===== src/rtl/fifo_rd_ctrl_if.sv =====
// Read-side bus of the synchronous FIFO: write-pointer input, memory read port,
// pointer/status outputs and the output word handshake.
interface fifo_rd_ctrl_if #(
    parameter int ADDR_W = 3,
    parameter int DATA_W = 8
);
    logic [ADDR_W:0]   wr_ptr;
    logic              rd_en;
    logic [DATA_W-1:0] rd_data;
    logic              pop;
    logic [ADDR_W-1:0] rd_addr;
    logic [ADDR_W:0]   rd_ptr;
    logic              empty;
    logic [ADDR_W:0]   level;
    logic [DATA_W-1:0] dout;
    logic              dout_valid;
    logic              underflow;

    // The read controller is the master; the FIFO core / consumer side is the slave.
    modport master (
        input  wr_ptr, rd_en, rd_data,
        output pop, rd_addr, rd_ptr, empty, level, dout, dout_valid, underflow
    );

    modport slave (
        output wr_ptr, rd_en, rd_data,
        input  pop, rd_addr, rd_ptr, empty, level, dout, dout_valid, underflow
    );
endinterface


===== src/rtl/fifo_rd_ctrl.sv =====
// Read-side controller of the synchronous FIFO: owns the read pointer, drives the
// 1-cycle-latency memory and holds the output word in standard or FWFT mode.
module fifo_rd_ctrl #(
    parameter int ADDR_W = 3,
    parameter int DATA_W = 8,
    parameter int FWFT   = 0
) (
    input  logic           clk,
    input  logic           arst,
    fifo_rd_ctrl_if.master bus
);
    typedef enum logic [1:0] {
        S_EMPTY = 2'd0,
        S_FETCH = 2'd1,
        S_VALID = 2'd2
    } state_t;

    state_t            state_q, state_d;
    logic [ADDR_W:0]   rd_ptr_q, rd_ptr_d;
    logic [DATA_W-1:0] dout_q, dout_d;
    logic              dout_valid_q, dout_valid_d;
    logic              underflow_q, underflow_d;
    logic              fetch_q, fetch_d;
    logic              empty;
    logic              pop;

    // The wrap bit makes equal pointers mean empty and MSB-only difference mean full.
    assign empty = (rd_ptr_q == bus.wr_ptr);

    always_comb begin
        pop          = 1'b0;
        state_d      = state_q;
        dout_d       = dout_q;
        dout_valid_d = 1'b0;
        underflow_d  = 1'b0;
        fetch_d      = 1'b0;

        if (FWFT == 0) begin
            state_d     = S_EMPTY;
            pop         = bus.rd_en & ~empty;
            underflow_d = bus.rd_en & empty;
            fetch_d     = pop;
            if (fetch_q) begin
                dout_d       = bus.rd_data;
                dout_valid_d = 1'b1;
            end
        end else begin
            // A word sitting in dout has already left memory; rd_en only acknowledges it in S_VALID.
            unique case (state_q)
                S_EMPTY: begin
                    underflow_d = bus.rd_en;
                    if (!empty) begin
                        pop     = 1'b1;
                        state_d = S_FETCH;
                    end
                end
                S_FETCH: begin
                    underflow_d = bus.rd_en;
                    dout_d      = bus.rd_data;
                    state_d     = S_VALID;
                end
                S_VALID: begin
                    if (bus.rd_en) begin
                        if (!empty) begin
                            pop     = 1'b1;
                            state_d = S_FETCH;
                        end else begin
                            state_d = S_EMPTY;
                        end
                    end
                end
                default: begin
                    state_d = S_EMPTY;
                end
            endcase
            dout_valid_d = (state_d == S_VALID);
        end

        if (arst) begin
            pop = 1'b0;
        end

        rd_ptr_d = rd_ptr_q + {{ADDR_W{1'b0}}, pop};
    end

    always_ff @(posedge clk or posedge arst) begin
        if (arst) begin
            state_q      <= S_EMPTY;
            rd_ptr_q     <= '0;
            dout_q       <= '0;
            dout_valid_q <= 1'b0;
            underflow_q  <= 1'b0;
            fetch_q      <= 1'b0;
        end else begin
            state_q      <= state_d;
            rd_ptr_q     <= rd_ptr_d;
            dout_q       <= dout_d;
            dout_valid_q <= dout_valid_d;
            underflow_q  <= underflow_d;
            fetch_q      <= fetch_d;
        end
    end

    assign bus.pop        = pop;
    assign bus.rd_addr    = rd_ptr_q[ADDR_W-1:0];
    assign bus.rd_ptr     = rd_ptr_q;
    assign bus.empty      = empty;
    assign bus.level      = bus.wr_ptr - rd_ptr_q;
    assign bus.dout       = dout_q;
    assign bus.dout_valid = dout_valid_q;
    assign bus.underflow  = underflow_q;

    // Never read a memory slot that has not been written.
    a_no_pop_when_empty: assert property (@(posedge clk) disable iff (arst) bus.pop |-> !empty);

endmodule


===== src/flat_wrapper.sv =====
// flat-port wrapper written by rule: the top's interface ports become plain ports
module fifo_rd_ctrl_flat 
#(
    parameter int ADDR_W = 3,
    parameter int DATA_W = 8,
    parameter int FWFT   = 0
)
  (clk, arst, bus_wr_ptr, bus_rd_en, bus_rd_data, bus_pop, bus_rd_addr, bus_rd_ptr, bus_empty, bus_level, bus_dout, bus_dout_valid, bus_underflow);
  fifo_rd_ctrl_if #(.ADDR_W(ADDR_W), .DATA_W(DATA_W)) bus_i ();
  input  logic clk;
  input  logic arst;
  input wire logic [$bits(bus_i.wr_ptr)-1:0] bus_wr_ptr;
  input wire logic [$bits(bus_i.rd_en)-1:0] bus_rd_en;
  input wire logic [$bits(bus_i.rd_data)-1:0] bus_rd_data;
  output wire logic [$bits(bus_i.pop)-1:0] bus_pop;
  output wire logic [$bits(bus_i.rd_addr)-1:0] bus_rd_addr;
  output wire logic [$bits(bus_i.rd_ptr)-1:0] bus_rd_ptr;
  output wire logic [$bits(bus_i.empty)-1:0] bus_empty;
  output wire logic [$bits(bus_i.level)-1:0] bus_level;
  output wire logic [$bits(bus_i.dout)-1:0] bus_dout;
  output wire logic [$bits(bus_i.dout_valid)-1:0] bus_dout_valid;
  output wire logic [$bits(bus_i.underflow)-1:0] bus_underflow;
  assign bus_i.wr_ptr = bus_wr_ptr;
  assign bus_i.rd_en = bus_rd_en;
  assign bus_i.rd_data = bus_rd_data;
  assign bus_pop = bus_i.pop;
  assign bus_rd_addr = bus_i.rd_addr;
  assign bus_rd_ptr = bus_i.rd_ptr;
  assign bus_empty = bus_i.empty;
  assign bus_level = bus_i.level;
  assign bus_dout = bus_i.dout;
  assign bus_dout_valid = bus_i.dout_valid;
  assign bus_underflow = bus_i.underflow;
  fifo_rd_ctrl #(.ADDR_W(ADDR_W), .DATA_W(DATA_W), .FWFT(FWFT)) u_core (.clk(clk), .arst(arst), .bus(bus_i));
endmodule

===== config.mk =====
export PLATFORM = sky130hd
export DESIGN_NAME = fifo_rd_ctrl_flat
export DESIGN_NICKNAME = d
export VERILOG_FILES = /design/src/rtl/fifo_rd_ctrl_if.sv /design/src/rtl/fifo_rd_ctrl.sv /design/src/flat_wrapper.sv
export SDC_FILE = /design/constraint.sdc
export NUM_CORES = 1
export LEC_CHECK = 0
export CAP_MARGIN = 5
export CORE_MARGIN = 5
export CORE_UTILIZATION = 40
export CTS_CLUSTER_DIAMETER = 200
export DETAILED_ROUTE_END_ITERATION = 7
export PLACE_DENSITY_LB_ADDON = 0.1
export REMOVE_ABC_BUFFERS = 1
export SETUP_SLACK_MARGIN = 0.2
export SYNTH_ARGS = -nofsm -noshare
export SYNTH_HDL_FRONTEND = slang
export SYNTH_SLANG_ARGS = --single-unit

===== constraint.sdc =====
create_clock -name clk -period 3 [get_ports clk]
set_input_delay 0.45 -clock clk [delete_from_list [all_inputs] [get_ports clk]]
set_output_delay 0.45 -clock clk [all_outputs]
set_load 0.02 [all_outputs]

==> results.json, run 1 <==
{
  "outcome": "finished, final reports clean",
  "cts_made_buffers": 3,
  "syn_inst": 53,
  "rows": 15,
  "start_util_pct": 41.9,
  "final_common_cell": "clkdlybuf4s50_1",
  "grt_start_max_net_pins": 16,
  "htreeDepth": 1,
  "syn_area_per_cell_um2": 13.5,
  "io_buffer_count": 37,
  "worst_pin_slew_ns": 0.532,
  "layout-drive-gt1-share_pct": 17.8,
  "final-hold-violation-count": 0,
  "holdBufCountCts": 0,
  "die_w_um": 52.3,
  "cts_tree": "done",
  "drt-total-wl_um": 1450,
  "grt_usage_pct": 12.5,
  "post-route-period-util_pct": 90.8,
  "finalPower_mw": 1.07,
  "yosysWarnings": 0,
  "end_kind": "primary output",
  "fin_skew_ns": 0.00869,
  "p_leak_nw": 0.510,
  "ir_drop_mv": 0.694,
  "viasPerCell": 4.43,
  "power_density_nw_per_um2": 955,
  "period_minus_slack_ns": 2.72,
  "setup_viol": 0,
  "clk_latency_ns": 0.27,
  "cp_data_required_time_ns": 2.55,
  "route.vias.total": 510,
  "dpl_cell_area_um2": 1090,
  "fp.dieH_um": 52.3,
  "path_clk_slew_ns": 0.08,
  "dieArea_um2": 2740,
  "grt.overflow.total": 0,
  "synth-seq-cells": 15,
  "syn2layout_area_growth_pct": 56.3,
  "grt_pass1_wl_um": 2470,
  "ys_seq_area_share_pct": 52.4,
  "ctsRootBufferMaster": "clkbuf_4",
  "drv_slew": 0,
  "worstSetupPathType": "primary input to primary output",
  "postRouteAntennaNets": 0,
  "critPathLaunchType": "primary input",
  "cts_sinks": 15,
  "wire_per_inst_um": 12.6,
  "drc": 0,
  "first_global_vias": 594,
  "grt_setup_unrepaired": "no",
  "fin_util_pct": 65.5,
  "netlist_area_um2": 716,
  "nets": 112,
  "finalWeightedCongestion": 0.755,
  "num_antenna_cells": 0,
  "drv_cap": 0,
  "top_level_ports": 38,
  "clockBufferDepth": 2,
  "core_um2": 1710,
  "crit_arrival_ns": 2.27,
  "cts_setup_buffers": 0,
  "hpwl_um": 1220,
  "crit_fanout": 2,
  "holdCritPathClass": "register to register",
  "clock.fmax_mhz": 367,
  "mostFrequentLayoutCells": "35 x clkdlybuf4s50_1, 15 x dfrtp_1, 8 x mux2_2",
  "antenna_found_initial": 0,
  "fin_setup_tns_ns": 0,
  "postLayoutCellArea_um2": 1120,
  "relSlewSlack_pct": 64.5,
  "ys_types": 16,
  "drt_iter0_drc": 1,
  "first_pass_iters": 2
}
-- repair_timing --
action                                 in CTS  in global routing
setup endpoints to repair                   1                  1
pin swaps                                   0                  0
endpoints found under the hold margin       0                  0
resized for setup                           1                  1
gates cloned                                0                  0
-- layer usage --
metal	vias to the layer above	routed length [um]	track usage, %
met5	-	0	0
met4	0	10	6.38
met3	2	126	4.84
met2	28	680	20.0
met1	237	633	14.4
li1	243	-	-
-- layout make-up --
class	count	area [um2]
fillers	139	589
flip-flops and latches	15	375
repair buffers	37	372
multi-input cells	27	287
well taps	25	31.3
inverters	7	26.3
clock buffers	3	22.5
clock inverters	1	5.00
-- power by group --
group	total, mW	internal (mW)	switching [mW]	leakage (nW)
sequential	0.324	0.262	0.0613	0.178
clock	0.108	0.0493	0.0585	0.0177
combinational	0.636	0.323	0.313	0.314
-- through the flow --
| stage | cells | hold slack, ns | setup slack (ns) |
|---|---|---|---|
| 6_report | 115 | 0.509 | 0.277 |
| 3_5_place_dp | 111 | 0.495 | 0.153 |
| 4_1_cts | 115 | 0.516 | 0.201 |
| 3_3_place_gp | 111 | 0.489 | 0.204 |
| 2_1_floorplan | 49 | 0.351 | 0.757 |
| 5_1_grt | 115 | 0.535 | 0.214 |
-- final timing paths --
path                                        end  slack [ns]                  from  depth (start not counted)
max                                bus_level[1]        0.28         bus_wr_ptr[0]                          6
max in group asynchronous    u_core.bus.dout[6]        2.08                  arst                          2
min in group asynchronous        u_core.fetch_q        0.56                  arst                          2
max reg2reg                u_core.bus.rd_ptr[2]        1.14  u_core.bus.rd_ptr[2]                          8
min                          u_core.bus.dout[3]        0.51    u_core.bus.dout[3]                          1
min reg2reg                  u_core.bus.dout[3]        0.51    u_core.bus.dout[3]                          1
-- state kept, by name, indices dropped and copies added (netlist names) --
signal / count
u_core.bus.rd_ptr: 4
u_core.fetch_q: 1
u_core.bus.dout_valid: 1
u_core.bus.dout: 8
u_core.bus.underflow: 1
-- kinds of logic (layout without fill, tap and decap cells) --
| family | Yosys count | count (layout) | share of synthesized area [%] |
|---|---|---|---|
| xor+xnor | 5 | 5 | 6.12 |
| simple gates | 7 | 7 | 7.69 |
| compound gates | 1 | 1 | 2.10 |
| mux | 8 | 8 | 12.6 |
| fa+ha+maj | 6 | 6 | 11.5 |
| flops | 15 | 15 | 52.4 |
| buf+inv | 11 | 48 | 7.52 |
-- Yosys cell counts --
master | instances | area share (%)
a221oi_2 | 1 | 2.1
and2_1 | 1 | 0.87
buf_2 | 1 | 0.70
buf_4 | 3 | 3.1
dfrtp_1 | 15 | 52
fa_1 | 1 | 2.8
ha_1 | 5 | 8.7
inv_1 | 7 | 3.7
mux2_2 | 8 | 13
nand3_1 | 2 | 1.4
nor2_2 | 1 | 0.87
nor2b_1 | 1 | 0.87
nor2b_4 | 1 | 1.9
nor3b_2 | 1 | 1.7
xnor2_1 | 2 | 2.4
xor2_1 | 3 | 3.7
-- critical path, cell delays in order --
cell and delay [ns]:
clkdlybuf4s50_1 0.46, inv_1 0.04, ha_1 0.23, fa_1 0.44, inv_1 0.06, clkdlybuf4s50_1 0.60
Note: power is estimated with default switching activity, not from simulation.
==> inputs of run 2 (changes only) <==
Settings changed: CORE_MARGIN 5 to default, CTS_CLUSTER_SIZE from default to 28.
==> results.json, run 2 (synthesized netlist as in run 1, its figures left out) <==
{
  "outcome": "finished, final reports clean",
  "nets": 112,
  "worstReg2RegStart": "u_core.bus.rd_ptr[2]",
  "clockBufferDepth": 2,
  "mostFrequentLayoutCells": "35 x clkdlybuf4s50_1, 15 x dfrtp_1, 8 x mux2_2",
  "holdCritPathClass": "register to register",
  "first_pass_iters": 3,
  "antenna_found_initial": 0,
  "fin_cells": 114,
  "num_antenna_cells": 0,
  "syn2layout_area_growth_pct": 56.1,
  "top_level_ports": 38,
  "seqPwrFrac_pct": 30.3,
  "min_path_cells": 1,
  "pwr-share-comb_pct": 59.3,
  "core_um2": 1590,
  "fp.dieH_um": 44.3,
  "rows": 14,
  "io_buffer_count": 37,
  "cts_tree": "done",
  "dieArea_um2": 1960,
  "drt_iter0_drc": 1,
  "r2r_end": "u_core.bus.rd_ptr[2]",
  "grt_usage_pct": 16.8,
  "first_global_vias": 556,
  "cts_setup_buffers": 0,
  "crit_arrival_ns": 2.26,
  "cts_sinks": 15,
  "drc": 0,
  "clk_latency_ns": 0.28,
  "period_minus_slack_ns": 2.71,
  "power_density_nw_per_um2": 954,
  "relSlewSlack_pct": 64.1,
  "switchingPower_mw": 0.430,
  "drv_cap": 0,
  "postRouteAntennaNets": 0,
  "p_leak_nw": 0.510,
  "start_util_pct": 44.9,
  "grt_start_max_net_pins": 16,
  "path_clk_slew_ns": 0.09,
  "fin_skew_ns": 0.00529,
  "layout-drive-gt1-share_pct": 17.8,
  "min_to": "u_core.bus.dout[0]",
  "grt.overflow.total": 0,
  "wire_per_inst_um": 11.7,
  "htreeDepth": 1,
  "p_clk_share_pct": 10.4,
  "final-hold-violation-count": 0,
  "fin_setup_tns_ns": 0,
  "ctsRootBufferMaster": "clkbuf_4",
  "switching_share_pct": 40.3,
  "hpwl_um": 1090,
  "ir_drop_mv": 0.509,
  "drt-total-wl_um": 1330,
  "largest_reg_flops": 8,
  "cts_made_buffers": 3,
  "crit_fanout": 2,
  "setup_viol": 0,
  "cp_cell_sequence": "clkdlybuf4s50_1 -> inv_1 -> ha_1 -> fa_1 -> inv_1 -> clkdlybuf4s50_1",
  "grt_pass1_wl_um": 2350,
  "worstSetupPathType": "primary input to primary output",
  "dpl.cell_count": 110,
  "slowest_delay_ns": 0.59,
  "post-route-period-util_pct": 90.2,
  "clock.fmax_mhz": 369,
  "worst_path_max_delay_cell": "clkdlybuf4s50_1",
  "die_w_um": 44.3,
  "reg2reg_depth": 8,
  "internal_power_mw": 0.636,
  "grt_setup_unrepaired": "no",
  "finalWeightedCongestion": 0.799,
  "worst_pin_slew_ns": 0.538,
  "drv_slew": 0,
  "worstHoldStart": "u_core.bus.dout[0]",
  "route.vias.total": 510,
  "final_common_cell": "clkdlybuf4s50_1",
  "end_kind": "primary output",
  "viasPerCell": 4.47,
  "rrSetupSlack_ns": 1.12,
  "cp_data_required_time_ns": 2.55,
  "critPathLaunchType": "primary input"
}
[run 2: cell counts in the layout (fill, tap and decap cells not counted)]
No cell type changed its count.
[run 2: worst max-delay path by stage]
stage                         start      endpoint  slack [ns]
2_1_floorplan  u_core.bus.rd_ptr[2]  bus_level[3]        0.76
3_3_place_gp          bus_wr_ptr[2]  bus_level[3]        0.20
3_5_place_dp          bus_wr_ptr[2]  bus_level[3]        0.19
4_1_cts               bus_wr_ptr[0]  bus_level[2]        0.22
5_1_grt               bus_wr_ptr[2]       bus_pop        0.24
6_report              bus_wr_ptr[0]  bus_level[1]        0.29
[run 2: cell type report]
cell class | count | area, um2
Inverter | 7 | 26.3
Tap cell | 24 | 30.0
Clock inverter | 1 | 5.00
Multi-Input combinational cell | 27 | 287
Clock buffer | 3 | 22.5
Fill cell | 124 | 477
Timing Repair Buffer | 37 | 372
Sequential cell | 15 | 375
[run 2: metrics by stage]
stage | cell area, um2 | worst slack, ns | total power [mW] | utilization, % | hold WS, ns
after floorplan | 688 | 0.757 | 0.666 | - | 0.351
after global placement | 1090 | 0.202 | 0.972 | 68.3 | 0.489
after detailed placement | 1090 | 0.185 | 0.981 | 68.3 | 0.495
after CTS | 1110 | 0.217 | 1.09 | 69.9 | 0.517
after global routing | 1120 | 0.237 | 1.13 | 70.1 | 0.537
final | 1120 | 0.293 | 1.07 | 70.1 | 0.512
[run 2: layer usage]
layer  share of wire, %  global-route usage (%)  vias to the layer above
li1                   -                       -                      246
met1                 43                    20.7                      248
met2                 51                    26.5                       16
met3                5.2                    5.71                        0
met4                  0                    7.88                        0
met5                  0                       0                        -
[run 2: timing repair]
item / 4_1_cts / 5_1_grt
resized for setup: 1 / 1
hold buffers: 0 / 0
setup endpoints to repair: 1 / 1
[run 2: power by group through the flow]
stage / clock (mW) / combinational, mW / sequential (mW)
after floorplan: 0 / 0.247 / 0.419
after global placement: 0 / 0.644 / 0.328
after detailed placement: 0 / 0.652 / 0.329
after CTS: 0.118 / 0.643 / 0.324
after global routing: 0.127 / 0.672 / 0.334
final: 0.111 / 0.632 / 0.323
[run 2: worst max-delay path: cells and delay by family]
kind,cells,cell delay (ns)
buf+inv,4,1.14
fa+ha+maj,2,0.66
